`config.mk`:
```
export PLATFORM = sky130hd
export DESIGN_NAME = seg_reg_chain
export DESIGN_NICKNAME = d
export VERILOG_FILES = /design/src/rtl/seg_reg_chain.sv
export SDC_FILE = /design/constraint.sdc
export NUM_CORES = 1
export LEC_CHECK = 0
export BUFFER_PORTS_ARGS = -buffer_cell sky130_fd_sc_hd__buf_2
export CORE_AREA = 2 2 92 94
export DETAILED_ROUTE_END_ITERATION = 10
export DIE_AREA = 0 0 94 96
export GPL_ROUTABILITY_DRIVEN = 0
export HOLD_SLACK_MARGIN = 0.02
export PLACE_DENSITY = 0.83
export SKIP_CTS_REPAIR_TIMING = 1
export SYNTH_ARGS = -nofsm -noshare
export SYNTH_HDL_FRONTEND = slang
export SYNTH_SLANG_ARGS = --single-unit
```
`constraint.sdc`:
```
create_clock -name clk -period 7.1 [get_ports clk]
set_input_delay 0.355 -clock clk [delete_from_list [all_inputs] [get_ports clk]]
set_output_delay 0.355 -clock clk [all_outputs]
set_load 0.02 [all_outputs]
```
`src/rtl/seg_reg_chain.sv`:
```
// seg_reg_chain: parametrised pipeline stage registers with bubble/flush control and hazard debug counters
module seg_reg_chain #(
  parameter int DATA_W = 32,
  parameter int LANES = 2,
  parameter int DEPTH = 1,
  parameter logic [DATA_W-1:0] FLUSH_VAL = '0,
  parameter int FLUSH_PRIO = 0,
  parameter int CNT_W = 16
) (
  input  logic                    clk,
  input  logic                    rst,
  input  logic [DEPTH-1:0]        bubble,
  input  logic [DEPTH-1:0]        flush,
  input  logic                    in_valid,
  input  logic [LANES*DATA_W-1:0] in_data,
  output logic                    out_valid,
  output logic [LANES*DATA_W-1:0] out_data,
  output logic [DEPTH-1:0]        stage_valid,
  output logic                    err_drop,
  output logic [CNT_W-1:0]        bubble_cnt,
  output logic [CNT_W-1:0]        flush_cnt
);
  localparam int W = LANES * DATA_W;
  localparam logic PRIO = FLUSH_PRIO != 0;
  logic [W-1:0] data_q [DEPTH];
  logic [W-1:0] src_d [DEPTH];
  logic [DEPTH-1:0] vld_q, src_v, eff_flush, hold, drop;
  assign eff_flush = flush & ({DEPTH{PRIO}} | ~bubble);
  assign hold = bubble & ~eff_flush;
  assign src_d[0] = in_data;
  assign src_v[0] = in_valid;
  assign drop[0] = in_valid & hold[0] & vld_q[0];
  genvar g;
  for (g = 1; g < DEPTH; g++) begin : g_link
    assign src_d[g] = data_q[g-1];
    assign src_v[g] = vld_q[g-1];
    assign drop[g] = vld_q[g-1] & ~hold[g-1] & hold[g];
  end
  assign out_valid = vld_q[DEPTH-1];
  assign out_data = data_q[DEPTH-1];
  assign stage_valid = vld_q;
  // stage update (clear / hold / load), sticky drop flag and saturating counters
  always_ff @(posedge clk) begin
    if (rst) begin
      for (int k = 0; k < DEPTH; k++) data_q[k] <= {LANES{FLUSH_VAL}};
      vld_q <= '0;
      err_drop <= 1'b0;
      bubble_cnt <= '0;
      flush_cnt <= '0;
    end else begin
      for (int k = 0; k < DEPTH; k++) begin
        if (eff_flush[k]) begin
          data_q[k] <= {LANES{FLUSH_VAL}};
          vld_q[k] <= 1'b0;
        end else if (!hold[k]) begin
          data_q[k] <= src_d[k];
          vld_q[k] <= src_v[k];
        end
      end
      err_drop <= err_drop | (|drop);
      bubble_cnt <= bubble_cnt + CNT_W'(bubble[DEPTH-1] & ~&bubble_cnt);
      flush_cnt <= flush_cnt + CNT_W'((|eff_flush) & ~&flush_cnt);
    end
  end
endmodule

```
==> results of run 1 <==
==> cells by family (layout without fill, tap and decap cells) <==
family,Yosys count,after routing,share of synthesized area [%]
mux,9,9,2.52
flops,98,98,64.7
buf+inv,18,188,2.09
fa+ha+maj,6,6,1.87
xor+xnor,6,6,1.31
compound gates,30,30,4.36
simple gates,152,152,23.1
==> worst min-delay path by stage <==
stage	endpoint	slack (ns)
2_1_floorplan	out_valid	0.50
3_3_place_gp	err_drop	0.45
3_5_place_dp	err_drop	0.46
4_1_cts	out_valid	0.23
5_1_grt	err_drop	0.24
6_report	out_valid	0.25
==> where the power goes <==
group	total (mW)	switching, mW	leakage [nW]	internal [mW]
Combinational	0.115	0.0738	1.25	0.0414
Sequential	0.645	0.00951	0.967	0.636
Clock	0.389	0.190	0.107	0.200
==> synthesized netlist by cell type <==
cell,number
nor3_2,1
nor2b_1,13
nor4_4,1
buf_1,2
nand2_1,10
dfxtp_1,34
or3_1,7
clkbuf_2,1
a31oi_1,1
xnor2_1,2
buf_2,3
o21ai_0,7
mux2_2,7
edfxtp_1,64
nor4_2,1
nand4_1,6
nor4_1,6
a311oi_1,1
xor2_1,4
o21a_1,1
nor3_1,2
or4_1,7
a21oi_1,13
nand4_4,1
ha_1,6
nand4_2,2
and2_1,64
buf_4,1
buf_6,1
nand3_1,11
inv_1,3
nand3_2,1
mux2_1,2
clkbuf_1,7
o31ai_1,6
nor2_1,18
nand2b_1,1
a22oi_1,1
==> routing by layer <==
metal  vias up  GRT usage, %
li1       1470             -
met5         -             0
met3        10          5.01
met2       147          31.4
met1      1394          25.1
met4         0          7.61
==> final cells by class <==
type,count,area [µm²],share of cell area [%]
repair buffers,169,851,16.5
clock inverters,6,87.6,1.70
flip-flops and latches,98,2600,50.5
well taps,105,131,2.55
clock buffers,10,128,2.48
inverters,3,11.3,0.218
multi-input cells,203,1340,26.1
==> through the flow <==
step | utilization [%] | worst slack (ns) | instance area [µm²] | power [mW]
detailed placement | 61.3 | 4.47 | 4940 | 0.775
CTS | 64.0 | 4.43 | 5150 | 1.16
global route | 64.0 | 4.18 | 5150 | 1.19
finish | 64.0 | 4.42 | 5150 | 1.15
global placement | 61.3 | 4.62 | 4940 | 0.771
floorplan | - | 4.22 | 4020 | 0.721
==> worst register-to-register path: stages (launching register included) <==
cell and delay [ns]:
dfxtp_1 0.38, nand4_2 0.28, nor4_1 0.08, a311oi_1 0.39, ha_1 0.31, ha_1 0.21, nand3_1 0.28, nor4_1 0.29
mux2_2 0.37
==> registers in the layout, summed over array words and instances (netlist names) <==
| name | flops |
|---|---|
| bubble_cnt | 16 |
| data_q | 64 |
| out_valid | 1 |
| flush_cnt | 16 |
| err_drop | 1 |
==> cells in the final DEF, fill, tap and decap left out, types with 2 or more instances in the layout <==
| master | count |
|---|---|
| inv_6 | 2 |
| nor2_1 | 18 |
| o21ai_0 | 7 |
| clkbuf_8 | 9 |
| or4_1 | 7 |
| xor2_1 | 4 |
| xnor2_1 | 2 |
| nand4_2 | 2 |
| bufinv_16 | 2 |
| mux2_2 | 7 |
| ha_1 | 6 |
| nor4_1 | 6 |
| mux2_1 | 2 |
| o31ai_1 | 6 |
| a21oi_1 | 13 |
| nor3_1 | 2 |
| dfxtp_1 | 34 |
| buf_4 | 2 |
| nor2b_1 | 13 |
| edfxtp_1 | 64 |
| and2_1 | 64 |
| or3_1 | 7 |
| inv_1 | 3 |
| nand3_1 | 11 |
| nand4_1 | 6 |
| buf_2 | 167 |
| nand2_1 | 10 |
==> qor.csv, run 1 <==
stage,metric,value,unit
sta,setup tns final,0,ns
worst_setup_path,crit-path max cell delay,0.39,ns
global_route,antenna violations before repair,0,
power_and_ir_drop,PD cells,223,nW/µm²
die,standard-cell rows,33,
global_route,first-pass GRT wire length,13.4,mm
sta,Tcrit/Tclk final,37.8,%
clocking,clock tree buffer depth,2,
sta,"Slew Viols, Final",0,
clocking,CTS root buf,clkbuf_8,
sta,post-route minimum period,2.68,ns
worst_setup_path,WP buf/inv,0,
synth,post-synthesis cell type count,38,
detailed_routing,Final ANT Viol Nets,0,
sta,Worst Max-Slew Pin Slew,0.823,ns
layout,fin cells,594,
layout,Nets,559,
global_route,total grt overflow,0,
clocking,CTS clock-pin slew for the worst setup and hold paths,0.09,ns
detailed_routing,DR vias/cell,5.09,
synth,"Avg Cell Area, Syn",12.6,µm²
synth,top post-synthesis cells by area,"edfxtp_1, dfxtp_1, and2_1",
placed_design,PortBufs,167,
clocking,Num CTS Buffers,9,
sta,Peak Freq,0.373,GHz
detailed_routing,Avg WL per Cell,15.2,µm
die,Initial Util,49.9,%
layout,n_diodes,0,
synth,Yosys reg bits,98,
die,core area,8050,µm²
detailed_routing,DRC errors left,0,
clocking,CTS tree,yes,
detailed_routing,TritonRoute pass-1 iters,4,
die,# IOs,168,
sta,Min Hold Slack,0.251,ns
detailed_routing,met2 WL,4.33,mm
clocking,H-tree levels,3,
worst_setup_path,CP Capture Point,flush_cnt[14],
worst_setup_path,Critical Path Sink Type,flip-flop,
worst_setup_path,worst-path maximum fanout,14,
layout,layout cells sized above 1,40.7,%
min_path,Worst Hold Class,in2reg,
placed_design,Placed Instances,578,
detailed_routing,met3 WL post-DR,843,µm
worst_setup_path,CP max-delay cell,a311oi_1,
synth,Syn Nets,394,
clocking,clk_lat worst skew,0.36,ns
clocking,CTS Sinks,98,
die,Die X,94,µm
worst_setup_path,reg-to-reg setup timing slack,4.42,ns
placed_design,dpl hpwl,6.45,mm
detailed_routing,Met1 Wirelength,3.74,mm
sta,Finish-stage setup viols,0,
detailed_routing,Routed Wire Length,9.01,mm
synth,register area share after synthesis,64.7,%
sta,worst relative slew slack,45.1,%
synth,Yosys warning total,0,
global_route,vias in the first global route,2736,
worst_setup_path,RR Startpoint,flush_cnt[4],
synth,top-area cell type share of the netlist area,47.8,%
detailed_routing,top layer in use,met4,
worst_setup_path,R2R Path End,flush_cnt[14],
synth,post-synth top area cell,edfxtp_1,
worst_setup_path,R2R depth,8,
detailed_routing,vias,3021,
worst_setup_path,CP Cell Sequence,nand4_2 -> nor4_1 -> a311oi_1 -> ha_1 -> ha_1 -> nand3_1 -> nor4_1 -> mux2_2,
power_and_ir_drop,leakage,2.33,nW
layout,filler instances,657,
synth,synthesized cell area,4020,µm²
die,die height,96,µm
global_route,pin count of the biggest net entering global routing,65,
worst_setup_path,Crit Path Category,reg2reg,
worst_setup_path,WP depth,8,
worst_setup_path,cell family with most CP delay,simple AND/OR/NAND/NOR gates,
run,max-cap viol count,0,
worst_setup_path,Worst setup SP type,flip-flop,
outcome,outcome,finished clean,
global_route,GRT Overall Usage,19.4,%
worst_setup_path,CP required,7.34,ns
power_and_ir_drop,peak supply drop,0.000113,V
sta,RSZ-0062 raised after global routing,no,
detailed_routing,starting DRC count in detailed routing,125,
worst_setup_path,Worst Setup SP,flush_cnt[4],
layout,area grow syn2layout,28.2,%
min_path,Hold Path Depth,3,
sta,final clock skew,0.00844,ns
worst_setup_path,WP data arrival,2.93,ns
sta,Hold Fails Final Rpt,0,
synth,Mapped Cells,319,
min_path,Hold Path Origin,in_valid,
die,Die ar.,9020,µm²
No activity file was read; power rests on OpenSTA's default activity.
==> run 2, diff against run 1 <==
--- a/config.mk
+++ b/config.mk
@@ -6,12 +6,12 @@
 export NUM_CORES = 1
 export LEC_CHECK = 0
 export BUFFER_PORTS_ARGS = -buffer_cell sky130_fd_sc_hd__buf_2
-export CORE_AREA = 2 2 92 94
+export CORE_AREA = 2 2 95 97
 export DETAILED_ROUTE_END_ITERATION = 10
-export DIE_AREA = 0 0 94 96
+export DIE_AREA = 0 0 97 99
 export GPL_ROUTABILITY_DRIVEN = 0
 export HOLD_SLACK_MARGIN = 0.02
-export PLACE_DENSITY = 0.83
+export PLACE_DENSITY = 0.79
 export SKIP_CTS_REPAIR_TIMING = 1
 export SYNTH_ARGS = -nofsm -noshare
 export SYNTH_HDL_FRONTEND = slang
==> constraint.sdc (replaced) <==
create_clock -name clk -period 2.8 [get_ports clk]
set_input_delay 0.14 -clock clk [delete_from_list [all_inputs] [get_ports clk]]
set_output_delay 0.14 -clock clk [all_outputs]
set_load 0.02 [all_outputs]
==> run 2 against run 1 <==
Non-clock buffer count grew 3. Clock power grew 110%. Critical path depth is the same. Power grew 140%. Final cell count grew 1.0%. Hold slack lost 0.20 ns. Clock skew grew 0.0049 ns. Routed wire length shrank 1.8%. Combinational power grew to 2.5 times the previous value. Die area grew 6.4%. Flip-flop and latch count is the same. Clock-buffer cell count is the same. Critical endpoint unchanged.
==> qor.csv, run 2 (synthesis gave the netlist of run 1 again) <==
stage,metric,value,unit,change
die,# IOs,168,,unchanged
placed_design,dpl hpwl,6.32,mm,-1.9%
worst_setup_path,worst-path maximum fanout,10,,-4
global_route,pin count of the biggest net entering global routing,65,,unchanged
clocking,CTS clock-pin slew for the worst setup and hold paths,0.09,ns,about the same
die,Die X,97,µm,+3.2%
min_path,Worst Hold Class,in2reg,,
power_and_ir_drop,leakage,2.32,nW,-0.49%
die,core area,8550,µm²,+6.2%
power_and_ir_drop,peak supply drop,0.000294,V,+160%
worst_setup_path,reg-to-reg setup timing slack,0.29,ns,-4.13 ns
sta,worst relative slew slack,68.9,%,+24 points
sta,"Slew Viols, Final",0,,unchanged
clocking,Num CTS Buffers,9,,unchanged
min_path,hold endpoint,out_valid,,
run,max-cap viol count,0,,unchanged
placed_design,Placed Area,4980,µm²,+0.79%
worst_setup_path,R2R depth,8,,unchanged
worst_setup_path,RR Startpoint,flush_cnt[2],,
worst_setup_path,Critical Path Sink Type,flip-flop,,
die,Initial Util,47.0,%,-2.9 points
worst_setup_path,Worst setup SP type,flip-flop,,
detailed_routing,DRC errors left,0,,unchanged
placed_design,PortBufs,167,,unchanged
sta,Hold Fails Final Rpt,0,,unchanged
layout,register with the most flip-flops,data_q,,
layout,n_diodes,0,,unchanged
sta,final clock skew,0.0134,ns,+0.00491 ns
detailed_routing,Avg WL per Cell,14.7,µm,-2.8%
detailed_routing,vias,3034,,+0.43%
clocking,clock tree buffer depth,2,,unchanged
detailed_routing,TritonRoute pass-1 iters,6,,+2
outcome,outcome,finished clean,,
global_route,total grt overflow,0,,unchanged
layout,layout cells sized above 1,41.1,%,+0.36 points
layout,Final Instance Area,5150,µm²,about the same
layout,biggest regs,"data_q: 64 flops, bubble_cnt: 16 flops, flush_cnt: 16 flops",,
global_route,antenna violations before repair,0,,unchanged
global_route,first-pass GRT wire length,13.9,mm,+3.9%
die,die height,99,µm,+3.1%
detailed_routing,DR vias/cell,5.06,,-0.57%
clocking,CTS root buf,clkbuf_8,,
global_route,vias in the first global route,2781,,+1.6%
layout,Nets,562,,+0.54%
global_route,GRT Overall Usage,18.2,%,-1.2 points
layout,Largest register FFs,64,,unchanged
detailed_routing,starting DRC count in detailed routing,113,,-9.6%
sta,RSZ-0062 raised after global routing,no,,
worst_setup_path,CP required,3.04,ns,-4.30 ns
min_path,Hold Path Depth,3,,unchanged
sta,Worst Max-Slew Pin Slew,0.466,ns,-0.357 ns
worst_setup_path,Crit Path Category,reg2reg,,
clocking,H-tree levels,3,,unchanged
detailed_routing,Final ANT Viol Nets,0,,unchanged
sta,Min Hold Slack,0.0492,ns,-0.202 ns
worst_setup_path,WP data arrival,2.75,ns,-0.18 ns
layout,area grow syn2layout,28.2,%,about the same
sta,setup tns final,0,ns,unchanged
power_and_ir_drop,PD cells,535,nW/µm²,+140%
clocking,clk_lat worst skew,0.35,ns,about the same
sta,post-route minimum period,2.51,ns,-0.167 ns
sta,Peak Freq,0.398,GHz,+6.6%
clocking,CTS tree,yes,,
die,Die ar.,9600,µm²,+6.4%
detailed_routing,Routed Wire Length,8.85,mm,-1.8%
sta,Finish-stage setup viols,0,,unchanged
min_path,Hold Path Origin,in_valid,,
sta,Tcrit/Tclk final,89.8,%,+52 points
clocking,CTS Sinks,98,,unchanged
worst_setup_path,R2R Path End,flush_cnt[14],,
die,standard-cell rows,34,,+3.0%
layout,"commonest non-fill, non-tap cell in the layout",buf_2,,
layout,"commonest cells after routing, fill and taps aside","buf_2, and2_1, edfxtp_1, dfxtp_1, nor2_1",,
run 2: worst max path at each step:
stage / from / to / depth (start not counted)
2_1_floorplan: rst / data_q[0][0] / 3
3_3_place_gp: flush_cnt[2] / flush_cnt[14] / 8
3_5_place_dp: flush_cnt[2] / flush_cnt[14] / 8
4_1_cts: flush_cnt[2] / flush_cnt[14] / 8
5_1_grt: flush_cnt[2] / flush_cnt[14] / 8
6_report: flush_cnt[2] / flush_cnt[14] / 8
run 2: per-layer routing:
layer	up-vias	GRT usage (%)	part of all wire [%]
li1	1476	-	-
met1	1414	23.9	42
met2	133	29.4	49
met3	11	5.18	8.3
met4	0	5.53	1.1
met5	-	0	0
run 2: metrics by stage:
step	worst slack, ns	util [%]	std cells	power [mW]
6_report	0.286	60.3	600	2.76
3_3_place_gp	0.402	58.2	584	1.96
5_1_grt	0.0602	60.3	600	2.87
2_1_floorplan	0.132	-	319	1.83
4_1_cts	0.274	60.3	600	2.79
3_5_place_dp	0.293	58.2	584	1.96
run 2: area by class of cell:
| cell class | count | area [µm²] |
|---|---|---|
| Sequential cell | 98 | 2600 |
| Fill cell | 706 | 3400 |
| Multi-Input combinational cell | 203 | 1340 |
| Timing Repair Buffer | 172 | 886 |
| Clock inverter | 6 | 50.0 |
| Tap cell | 108 | 135 |
| Inverter | 3 | 11.3 |
| Clock buffer | 10 | 128 |
run 2: critical path: stages, from the launching register on:
cell	delay, ns
dfxtp_1	0.38
nand3_2	0.18
nor4_1	0.08
a311oi_1	0.34
ha_1	0.30
ha_1	0.21
nand3_1	0.29
nor4_1	0.28
mux2_2	0.36
run 2: report_power, final:
group	switching, mW	internal (mW)
clock network	0.498	0.333
registers	0.0228	1.61
logic	0.186	0.107
total	0.706	2.05
==> run 3, diff against run 2 <==
--- a/config.mk
+++ b/config.mk
@@ -6,12 +6,12 @@
 export NUM_CORES = 1
 export LEC_CHECK = 0
 export BUFFER_PORTS_ARGS = -buffer_cell sky130_fd_sc_hd__buf_2
-export CORE_AREA = 2 2 95 97
+export CORE_AREA = 2 2 92 94
 export DETAILED_ROUTE_END_ITERATION = 10
-export DIE_AREA = 0 0 97 99
+export DIE_AREA = 0 0 94 96
 export GPL_ROUTABILITY_DRIVEN = 0
 export HOLD_SLACK_MARGIN = 0.02
-export PLACE_DENSITY = 0.79
+export PLACE_DENSITY = 0.83
 export SKIP_CTS_REPAIR_TIMING = 1
 export SYNTH_ARGS = -nofsm -noshare
 export SYNTH_HDL_FRONTEND = slang
==> constraint.sdc (replaced) <==
create_clock -name clk -period 3 [get_ports clk]
set_input_delay 0.15 -clock clk [delete_from_list [all_inputs] [get_ports clk]]
set_output_delay 0.15 -clock clk [all_outputs]
set_load 0.02 [all_outputs]
==> run 3 against run 2 <==
Clock-buffer cell count fell by 1. Largest cell class unchanged. Sequential power down 6%. Hold slack improved by 0.019 ns. Flip-flop and latch count unchanged. Maximum frequency shrank 2.8%. Highest routed layer unchanged. Register-to-register slack improved by 0.13 ns. Sequential share of layout area is 0.51 points lower. Die area decreased by 6.0%. Non-clock buffer count down 1. Combinational power down 6%.
==> qor.csv, run 3 (synthesis gave the netlist of run 1 again) <==
stage,metric,value,unit,change
layout,"commonest non-fill, non-tap cell in the layout",buf_2,,
layout,register with the most flip-flops,data_q,,
min_path,hold endpoint,err_drop,,
placed_design,Placed Area,4970,µm²,-0.23%
worst_setup_path,CP max-delay cell,dfxtp_1,,
sta,Finish-stage setup viols,0,,unchanged
worst_setup_path,CP Cell Sequence,nand3_2 -> nor4_1 -> a311oi_1 -> ha_1 -> ha_1 -> nand3_1 -> nor4_1 -> mux2_2,,
clocking,CTS tree,yes,,
die,Initial Util,49.9,%,+2.9 points
clocking,clock tree buffer depth,2,,unchanged
global_route,total grt overflow,0,,unchanged
sta,post-route minimum period,2.59,ns,+0.0721 ns
detailed_routing,vias,3012,,-0.73%
layout,"commonest cells after routing, fill and taps aside","buf_2, and2_1, edfxtp_1, dfxtp_1, nor2_1",,
sta,worst setup margin,0.414,ns,+0.128 ns
power_and_ir_drop,sw frac,22.9,%,-2.7 points
global_route,antenna violations before repair,1,,+1
detailed_routing,Final ANT Viol Nets,0,,unchanged
die,core area,8050,µm²,-5.8%
min_path,Worst Hold Class,in2reg,,
detailed_routing,DRC errors left,0,,unchanged
detailed_routing,Routed Wire Length,8.95,mm,+1.1%
min_path,Hold Path Depth,3,,unchanged
detailed_routing,Avg WL per Cell,15.0,µm,+1.6%
clocking,CTS clock-pin slew for the worst setup and hold paths,0.09,ns,about the same
sta,final clock skew,0.00485,ns,-0.00850 ns
clocking,H-tree levels,3,,unchanged
sta,setup tns final,0,ns,unchanged
placed_design,pre-CTS WS,0.450,ns,+0.157 ns
power_and_ir_drop,Comb pwr share,9.8,%,-0.8 points
die,# IOs,168,,unchanged
layout,Nets,561,,-0.18%
layout,Final Instance Area,5210,µm²,+1.0%
clocking,Num CTS Buffers,9,,unchanged
die,die height,96,µm,-3.0%
placed_design,PortBufs,167,,unchanged
worst_setup_path,Worst setup SP type,flip-flop,,
power_and_ir_drop,clock network power share,35.6,%,+5.5 points
worst_setup_path,R2R Path End,flush_cnt[14],,
global_route,first-pass GRT wire length,13.5,mm,-3.0%
power_and_ir_drop,PD cells,537,nW/µm²,+0.48%
clocking,CTS root buf,clkbuf_8,,
sta,Worst Max-Slew Pin Slew,0.453,ns,-0.0127 ns
worst_setup_path,reg-to-reg setup timing slack,0.41,ns,+0.13 ns
global_route,GRT Overall Usage,19.3,%,+1.1 points
layout,area grow syn2layout,29.5,%,
detailed_routing,starting DRC count in detailed routing,67,,-41%
sta,worst relative slew slack,69.8,%,+0.85 points
worst_setup_path,WP buf/inv,0,,unchanged
die,Die ar.,9020,µm²,-6.0%
clocking,clk_lat worst skew,0.34,ns,about the same
detailed_routing,TritonRoute pass-1 iters,4,,-2
sta,"Slew Viols, Final",0,,unchanged
outcome,outcome,finished clean,,
power_and_ir_drop,Internal,2.16,mW,+5.2%
layout,biggest regs,"data_q: 64 flops, bubble_cnt: 16 flops, flush_cnt: 16 flops",,
global_route,pin count of the biggest net entering global routing,65,,unchanged
worst_setup_path,R2R depth,8,,unchanged
sta,Tcrit/Tclk final,86.2,%,-3.6 points
worst_setup_path,Crit Path Category,reg2reg,,
run,max-cap viol count,0,,unchanged
die,Die X,94,µm,-3.1%
sta,RSZ-0062 raised after global routing,no,,
min_path,Hold Path Origin,in_valid,,
worst_setup_path,WP data arrival,2.82,ns,+0.07 ns
placed_design,dpl hpwl,6.48,mm,+2.5%
worst_setup_path,CP required,3.23,ns,+0.19 ns
clocking,CTS Sinks,98,,unchanged
worst_setup_path,worst-path maximum fanout,10,,unchanged
layout,layout cells sized above 1,40.7,%,-0.32 points
die,standard-cell rows,33,,-2.9%
detailed_routing,DR vias/cell,5.05,,-0.23%
power_and_ir_drop,Reg power frac,54.5,%,-4.8 points
power_and_ir_drop,Net Sw Power,641,µW,-9.2%
worst_setup_path,Critical Path Sink Type,flip-flop,,
global_route,vias in the first global route,2745,,-1.3%
worst_setup_path,crit-path max cell delay,0.39,ns,about the same
worst_setup_path,cell family with most CP delay,simple AND/OR/NAND/NOR gates,,
power_and_ir_drop,leakage,2.35,nW,+1.6%
sta,Peak Freq,0.387,GHz,-2.8%
layout,Largest register FFs,64,,unchanged
worst_setup_path,RR Startpoint,flush_cnt[2],,
power_and_ir_drop,peak supply drop,0.000249,V,-15%
sta,Hold Fails Final Rpt,0,,unchanged
run 3: cell types whose count changed in the layout (fill, tap and decap cells not counted), sizes merged:
cell | previous run | this run
diode | 0 | 1
bufinv | 0 | 3
buf | 172 | 171
clkbuf | 10 | 9
clkinv | 0 | 3
clkinvlp | 4 | 0
inv | 5 | 4
run 3: area by class of cell:
class / count / area, µm²
flip-flops and latches: 98 / 2600
clock buffers: 9 / 124
well taps: 105 / 131
multi-input cells: 203 / 1340
fillers: 618 / 2840
inverters: 3 / 11.3
diodes: 1 / 2.50
repair buffers: 171 / 878
clock inverters: 7 / 115
run 3: per-layer routing:
metal	up-vias	routed length, µm	track usage [%]
met2	126	4260	32.2
met3	8	722	5.40
met5	-	0	0
met4	0	76	4.95
li1	1478	-	-
met1	1400	3890	24.9
run 3: stage by stage:
step | utilization (%) | hold WS [ns] | cells | power, mW
3_3_place_gp | 61.7 | 0.401 | 580 | 1.83
4_1_cts | 64.6 | 0.0506 | 596 | 2.83
6_report | 64.7 | 0.0677 | 597 | 2.80
2_1_floorplan | - | 0.298 | 319 | 1.71
3_5_place_dp | 61.7 | 0.421 | 580 | 1.84
5_1_grt | 64.6 | 0.0508 | 596 | 2.91
run 3: how the worst max path moves through the flow:
| stage | startpoint | end | slack, ns | cells after the start |
|---|---|---|---|---|
| after floorplan | rst | data_q[0][0] | 0.32 | 3 |
| after global placement | bubble_cnt[2] | bubble_cnt[12] | 0.55 | 8 |
| after detailed placement | bubble_cnt[2] | bubble_cnt[12] | 0.45 | 8 |
| after CTS | flush_cnt[2] | flush_cnt[14] | 0.42 | 8 |
| after global routing | flush_cnt[2] | flush_cnt[14] | 0.21 | 8 |
| final | flush_cnt[2] | flush_cnt[14] | 0.41 | 8 |
run 3: power by group through the flow:
| stage | combinational (mW) | sequential, mW | clock [mW] |
|---|---|---|---|
| after global placement | 0.274 | 1.55 | 0 |
| after floorplan | 0.0557 | 1.65 | 0 |
| final | 0.276 | 1.53 | 0.997 |
| after CTS | 0.279 | 1.53 | 1.03 |
| after global routing | 0.297 | 1.53 | 1.08 |
| after detailed placement | 0.277 | 1.56 | 0 |
run 3: tightest hold or removal path, stage by stage:
cell	delay, ns
buf_2	0.09
a31oi_1	0.06
nor2_1	0.07
